[config.mk]
export PLATFORM = sky130hd
export DESIGN_NAME = aes256_ctr_ctrl_flat
export DESIGN_NICKNAME = d
export VERILOG_FILES = /design/src/rtl/aes_pkg.sv /design/src/rtl/aes256_ctr_ctrl_if.sv /design/src/rtl/ctr_inc.sv /design/src/rtl/aes256_ctr_ctrl.sv /design/src/flat_wrapper.sv
export SDC_FILE = /design/constraint.sdc
export NUM_CORES = 1
export LEC_CHECK = 0
export CORE_MARGIN = 2
export CORE_UTILIZATION = 40
export DETAILED_ROUTE_END_ITERATION = 10
export PLACE_DENSITY = 0.76
export SYNTH_ARGS = -nofsm -noshare
export SYNTH_HDL_FRONTEND = slang
export SYNTH_HIERARCHICAL = 1
export SYNTH_SLANG_ARGS = --single-unit
export TNS_END_PERCENT = 100
[constraint.sdc]
create_clock -name clk -period 1.7 [get_ports clk]
set_clock_uncertainty 0.05 [all_clocks]
set_input_delay 0.17 -clock clk [delete_from_list [all_inputs] [get_ports clk]]
set_output_delay 0.17 -clock clk [all_outputs]
set_load 0.02 [all_outputs]
[src/rtl/aes_pkg.sv]
// Shared types and defaults for the AES-256 CTR-mode round sequencer.
package aes_pkg;

   localparam int unsigned NR_DEF    = 14;
   localparam int unsigned CTR_W_DEF = 32;
   localparam int unsigned BLK_W     = 128;
   localparam int unsigned RND_IDX_W = 4;

   typedef logic [BLK_W-1:0]     blk_t;
   typedef logic [RND_IDX_W-1:0] rnd_idx_t;

   typedef enum logic [2:0] {
      ST_IDLE  = 3'd0,
      ST_KEYX  = 3'd1,
      ST_READY = 3'd2,
      ST_ROUND = 3'd3,
      ST_HOLD  = 3'd4
   } state_t;

   // Control outputs registered next to the state, kept together as one flop group.
   typedef struct packed {
      logic     kx_start;
      logic     ready;
      logic     rnd_start;
      rnd_idx_t rnd_idx;
      logic     rnd_last;
      logic     out_valid;
      logic     key_ready;
      logic     busy;
      logic     err_nokey;
   } ctl_out_t;

   function automatic logic state_busy(input state_t s);
      return (s == ST_KEYX) || (s == ST_ROUND) || (s == ST_HOLD);
   endfunction

endpackage

[src/rtl/aes256_ctr_ctrl_if.sv]
// Handshake and data bundle between the CTR sequencer and its host / datapath.
interface aes256_ctr_ctrl_if;
   import aes_pkg::*;

   logic     key_load;
   logic     kx_start;
   logic     kx_done;
   logic     iv_load;
   blk_t     iv;
   logic     blk_valid;
   logic     blk_ready;
   logic     rnd_start;
   rnd_idx_t rnd_idx;
   logic     rnd_last;
   blk_t     ctr_out;
   logic     out_valid;
   logic     out_ready;
   logic     key_ready;
   logic     busy;
   logic     err_nokey;

   modport master (
      output key_load, kx_done, iv_load, iv, blk_valid, out_ready,
      input  kx_start, blk_ready, rnd_start, rnd_idx, rnd_last, ctr_out,
             out_valid, key_ready, busy, err_nokey
   );

   modport slave (
      input  key_load, kx_done, iv_load, iv, blk_valid, out_ready,
      output kx_start, blk_ready, rnd_start, rnd_idx, rnd_last, ctr_out,
             out_valid, key_ready, busy, err_nokey
   );

endinterface

[src/rtl/ctr_inc.sv]
// Counter-block increment: low CTR_W bits wrap modulo 2^CTR_W, upper bits pass through.
module ctr_inc
   import aes_pkg::*;
#(
   parameter int unsigned CTR_W = CTR_W_DEF
) (
   input  blk_t blk,
   output blk_t blk_inc
);

   generate
      if (CTR_W >= BLK_W) begin : g_full
         assign blk_inc = blk + BLK_W'(1);
      end else begin : g_part
         assign blk_inc = {blk[BLK_W-1:CTR_W], blk[CTR_W-1:0] + CTR_W'(1)};
      end
   endgenerate

endmodule

[src/rtl/aes256_ctr_ctrl.sv]
// Sequences key expansion and the AES-256 round datapath for CTR-mode keystream blocks.
module aes256_ctr_ctrl
   import aes_pkg::*;
#(
   parameter int unsigned NR    = NR_DEF,
   parameter int unsigned CTR_W = CTR_W_DEF
) (
   input logic              clk,
   input logic              rst,
   aes256_ctr_ctrl_if.slave bus
);

   localparam rnd_idx_t LAST_IDX = RND_IDX_W'(NR);

   state_t   state_q, state_d;
   logic     pend_q, pend_d;
   blk_t     ctr_q, ctr_d, ctr_nxt;
   ctl_out_t out_q, out_d;
   logic     accept;
   logic     iv_ok;

   ctr_inc #(.CTR_W(CTR_W)) u_ctr_inc (
      .blk     (ctr_q),
      .blk_inc (ctr_nxt)
   );

   // State, pending-rekey flag, counter block and registered control outputs.
   always_ff @(posedge clk) begin
      if (rst) begin
         state_q <= ST_IDLE;
         pend_q  <= 1'b0;
         ctr_q   <= '0;
         out_q   <= '0;
      end else begin
         state_q <= state_d;
         pend_q  <= pend_d;
         ctr_q   <= ctr_d;
         out_q   <= out_d;
      end
   end

   // Next-state and next-output decode.
   always_comb begin
      state_d = state_q;
      pend_d  = pend_q;
      ctr_d   = ctr_q;
      out_d   = '0;
      // A fresh key request always beats a block request in READY.
      accept  = (state_q == ST_READY) && bus.blk_valid && !bus.key_load;
      iv_ok   = (state_q == ST_IDLE) || (state_q == ST_KEYX) || (state_q == ST_READY);

      case (state_q)
         ST_IDLE: begin
            if (bus.key_load) state_d = ST_KEYX;
         end
         ST_KEYX: begin
            if (bus.kx_done) state_d = ST_READY;
         end
         ST_READY: begin
            if (bus.key_load)  state_d = ST_KEYX;
            else if (accept)   state_d = ST_ROUND;
         end
         ST_ROUND: begin
            if (bus.key_load)                state_d = state_d;
            if (bus.key_load)                pend_d  = 1'b1;
            if (out_q.rnd_idx == LAST_IDX)   state_d = ST_HOLD;
         end
         ST_HOLD: begin
            if (bus.key_load) pend_d = 1'b1;
            if (out_q.out_valid && bus.out_ready) begin
               ctr_d   = ctr_nxt;
               state_d = (pend_q || bus.key_load) ? ST_KEYX : ST_READY;
               pend_d  = 1'b0;
            end
         end
         default: begin
            state_d = ST_IDLE;
            pend_d  = 1'b0;
         end
      endcase

      if (bus.iv_load && iv_ok) ctr_d = bus.iv;

      out_d.kx_start  = (state_d == ST_KEYX) && (state_q != ST_KEYX);
      out_d.ready     = (state_d == ST_READY);
      out_d.rnd_start = (state_d == ST_ROUND);
      out_d.rnd_idx   = ((state_d == ST_ROUND) && (state_q == ST_ROUND)) ?
                        out_q.rnd_idx + RND_IDX_W'(1) : '0;
      out_d.rnd_last  = out_d.rnd_start && (out_d.rnd_idx == LAST_IDX);
      out_d.out_valid = (state_d == ST_HOLD);
      out_d.key_ready = (state_d == ST_READY) || (state_d == ST_ROUND) || (state_d == ST_HOLD);
      out_d.busy      = state_busy(state_d);
      out_d.err_nokey = bus.blk_valid && ((state_q == ST_IDLE) || (state_q == ST_KEYX));
   end

   assign bus.kx_start  = out_q.kx_start;
   assign bus.blk_ready = out_q.ready && !bus.key_load;
   assign bus.rnd_start = out_q.rnd_start;
   assign bus.rnd_idx   = out_q.rnd_idx;
   assign bus.rnd_last  = out_q.rnd_last;
   assign bus.ctr_out   = ctr_q;
   assign bus.out_valid = out_q.out_valid;
   assign bus.key_ready = out_q.key_ready;
   assign bus.busy      = out_q.busy;
   assign bus.err_nokey = out_q.err_nokey;

endmodule
[src/flat_wrapper.sv]
// flat-port wrapper written by rule: the top's interface ports become plain ports
module aes256_ctr_ctrl_flat import aes_pkg::*;
#(
   parameter int unsigned NR    = NR_DEF,
   parameter int unsigned CTR_W = CTR_W_DEF
)
  (clk, rst, bus_key_load, bus_kx_done, bus_iv_load, bus_iv, bus_blk_valid, bus_out_ready, bus_kx_start, bus_blk_ready, bus_rnd_start, bus_rnd_idx, bus_rnd_last, bus_ctr_out, bus_out_valid, bus_key_ready, bus_busy, bus_err_nokey);
  aes256_ctr_ctrl_if bus_i ();
  input logic clk;
  input logic rst;
  input wire logic [$bits(bus_i.key_load)-1:0] bus_key_load;
  input wire logic [$bits(bus_i.kx_done)-1:0] bus_kx_done;
  input wire logic [$bits(bus_i.iv_load)-1:0] bus_iv_load;
  input wire logic [$bits(bus_i.iv)-1:0] bus_iv;
  input wire logic [$bits(bus_i.blk_valid)-1:0] bus_blk_valid;
  input wire logic [$bits(bus_i.out_ready)-1:0] bus_out_ready;
  output wire logic [$bits(bus_i.kx_start)-1:0] bus_kx_start;
  output wire logic [$bits(bus_i.blk_ready)-1:0] bus_blk_ready;
  output wire logic [$bits(bus_i.rnd_start)-1:0] bus_rnd_start;
  output wire logic [$bits(bus_i.rnd_idx)-1:0] bus_rnd_idx;
  output wire logic [$bits(bus_i.rnd_last)-1:0] bus_rnd_last;
  output wire logic [$bits(bus_i.ctr_out)-1:0] bus_ctr_out;
  output wire logic [$bits(bus_i.out_valid)-1:0] bus_out_valid;
  output wire logic [$bits(bus_i.key_ready)-1:0] bus_key_ready;
  output wire logic [$bits(bus_i.busy)-1:0] bus_busy;
  output wire logic [$bits(bus_i.err_nokey)-1:0] bus_err_nokey;
  assign bus_i.key_load = bus_key_load;
  assign bus_i.kx_done = bus_kx_done;
  assign bus_i.iv_load = bus_iv_load;
  assign bus_i.iv = bus_iv;
  assign bus_i.blk_valid = bus_blk_valid;
  assign bus_i.out_ready = bus_out_ready;
  assign bus_kx_start = bus_i.kx_start;
  assign bus_blk_ready = bus_i.blk_ready;
  assign bus_rnd_start = bus_i.rnd_start;
  assign bus_rnd_idx = bus_i.rnd_idx;
  assign bus_rnd_last = bus_i.rnd_last;
  assign bus_ctr_out = bus_i.ctr_out;
  assign bus_out_valid = bus_i.out_valid;
  assign bus_key_ready = bus_i.key_ready;
  assign bus_busy = bus_i.busy;
  assign bus_err_nokey = bus_i.err_nokey;
  aes256_ctr_ctrl #(.NR(NR), .CTR_W(CTR_W)) u_core (.clk(clk), .rst(rst), .bus(bus_i));
endmodule
==> flow_summary.toml <==
[run_status]
status = "complete, but fails checks"
violations = "negative setup slack"

[job]
cap_violations = 0

[place]
dp.cells = 1402
dp_hpwl_mm = 15.9
port-buffer-count = 274
place_area_um2 = 10600
place.gp.congestion = 0.823

[grt]
grt_max_degree = 68
grt_pass1_wl_mm = 36.2
overflow = 0
grt_pass1_vias = 7277
grt.total_usage = 0.221
antenna_found_initial = 0

[pwr]
p_per_area_nw_per_um2 = 826
irDropWorstVdd_mv = 0.621
p_clk_frac = 0.417
power.share.switching = 0.276
seqPwrFrac = 0.382
p_switching_mw = 2.75
power_frac_comb = 0.201
power.leakage_nw = 4.78
internal_power_mw = 7.21

[setup_path]
cp-start-kind = "register"
crit_path_start = "u_core/state_q[0]"
required_ns = 1.96
max_stage_delay_ns = 0.42
endpoint_kind = "register"
path_cells = "or3b_4, nor2_4, buf_6, buf_12, clkbuf_16, nand2_1, a311oi_2"
crit_type = "register to register"
r2r_start = "u_core/state_q[0]"
cp_max_fo = 6
cp.arrival_ns = 2.13
crit_family = "simple AND/OR/NAND/NOR gates"
critPathSlowestCell = "or3b_4"
cp_num_buf_inv = 3

[die]
ioPinCount = 275
die_x_um = 142
start_util = 0.407
rows = 50
die_h_um = 142
dieArea_um2 = 20200
coreArea_um2 = 18700

[route]
vias_per_cell = 5.37
drc = 0
drt_iter0_drc = 337
wirelength_mm = 25.2
drtAntennaViolNets = 0
num_vias = 7816
dr.pass1.iters = 7
routedWlPerCell_um = 17.3

[clock_network]
cts_buffers = 17
htree_levels = 4
cts_buffer_depth = 2
clock_sinks = 144
root_buffer = "clkbuf_16"
clk_latency_ns = 0.42
cts_tree = "done"
clk_pin_slew_ns = 0.06
cts_hold_buf = 0

[finish]
drive_above_1_share = 0.206
syn_to_final_growth_pct = 58.4
postLayoutCellArea_um2 = 12100
num_antenna_cells = 0
largest_reg_flops = 128
instances_no_fill = 1455
num-nets-final = 1347

[synth]
ys_top_cells_by_area = "dfxtp_1 (38%), a311oi_1 (15%), nand2_1 (13%)"
syn_avg_cell_area_um2 = 7.75
ys_seq_elements = 144
synthesis.nets = 1120
syn_area_um2 = 7610
netlist_instances = 982
yosys.cell_count.top_type = "nand2_1"
ys_types = 40
ys_dominant_reg_cell = "dfxtp_1"
ys_async_sr_fraction = 0
synth_warnings = 6
synth.top_cell.area_share = 0.379
synth_edf_count = 0
netlist_top_cells_count = "nand2_1 (270), dfxtp_1 (144), nor2_1 (138), a311oi_1 (128), buf_4 (101)"
ys_seq_area_frac = 0.379
yosys.area.top_type = "dfxtp_1"

[timing]
slew_violations = 0
fin_crit_sh = 1.10
fin_ws_ns = -0.168
maxSlewHeadroom = 0.685
fmax_mhz = 535
setup_viol_count_final = 126
tightestPinTransition_ns = 0.472
fin_crit_ns = 1.87
hold_violations = 0
rsz0062_at_grt = "yes"

[min_path]
hp-start = "rst"
min_path_type = "input port to register"
[per-layer routing]
metal | share of wire | wire (um) | global-route usage
met1 | 0.41 | 10200 | 0.270
met4 | 0.017 | 427 | 0.0763
met5 | 0 | 0 | 0
met2 | 0.50 | 12500 | 0.371
met3 | 0.078 | 1970 | 0.0666
[cell usage in the layout, fill, tap and decap left out, types with 7 or more instances in the layout]
cell type        synthesis  layout
dfxtp_4                  0      18
nand2_1                270     268
buf_4                  101      71
dfxtp_1                144     121
dlygate4sd2_1            0      35
xor2_1                  21      21
a311oi_2                 0      46
buf_6                   11       9
xnor2_1                 12      12
nor2_1                 138     136
a311oi_1               128      82
nand3_1                 13      10
buf_12                   0      19
dlymetal6s2s_1           0       9
nor4_4                   0       7
clkbuf_16                0      27
clkdlybuf4s50_1          0     229
[repair_timing]
| item | 4_1_cts | 5_1_grt |
|---|---|---|
| endpoints found under the setup margin | 70 | 129 |
| setup buffers | 3 | 7 |
| pin swaps | 39 | 48 |
| resized for setup | 66 | 68 |
| cloned | 1 | 11 |
[logic make-up (layout without fill, tap and decap cells)]
group / count (synthesis) / count (layout) / share of synthesized area
AOI/OAI and AO/OA: 142 / 142 / 0.160
xor gates and xnor gates: 33 / 33 / 0.0380
adders and majority gates: 3 / 3 / 0.00493
buffers and inverters: 184 / 423 / 0.153
DFF: 144 / 144 / 0.379
and+or+nand+nor: 476 / 476 / 0.265
[stage by stage]
stage / hold WS (ns) / utilization / TNS, ns / worst slack [ns] / total power [mW]
global placement: 0.427 / 0.567 / -0.448 / -0.111 / 5.75
detailed placement: 0.434 / 0.567 / -6.26 / -0.167 / 5.78
global route: 0.0927 / 0.645 / -15.19 / -0.189 / 10.3
CTS: 0.0627 / 0.610 / -0.494 / -0.0557 / 9.94
finish: 0.0886 / 0.645 / -8.39 / -0.168 / 9.96
floorplan: 0.205 / - / -0.00168 / -0.00168 / 4.89
[layout make-up]
class                      instances  area (um2)
fill                            1505        6640
multi-input combinational        654        4090
timing repair buffer             386        4050
sequential                       144        2960
clock buffer                      18         450
tap                              234         293
clock inverter                    13         198
inverter                           6        22.5
[worst paths after layout]
path,slack (ns),cells after the start,to
setup / recovery,-0.17,7,u_core/bus.ctr_out[125]
hold / removal,0.09,2,u_core/bus.busy
setup reg to reg,-0.17,7,u_core/bus.ctr_out[125]
hold reg to reg,0.45,2,u_core/bus.ctr_out[43]
[power groups by stage]
stage	logic (mW)	registers, mW	clock network [mW]
floorplan	0.725	4.17	0
global placement	1.89	3.86	0
detailed placement	1.92	3.86	0
CTS	1.91	3.80	4.24
global route	2.12	3.84	4.39
finish	2.00	3.81	4.16
Power figures use the tool's default switching activity.
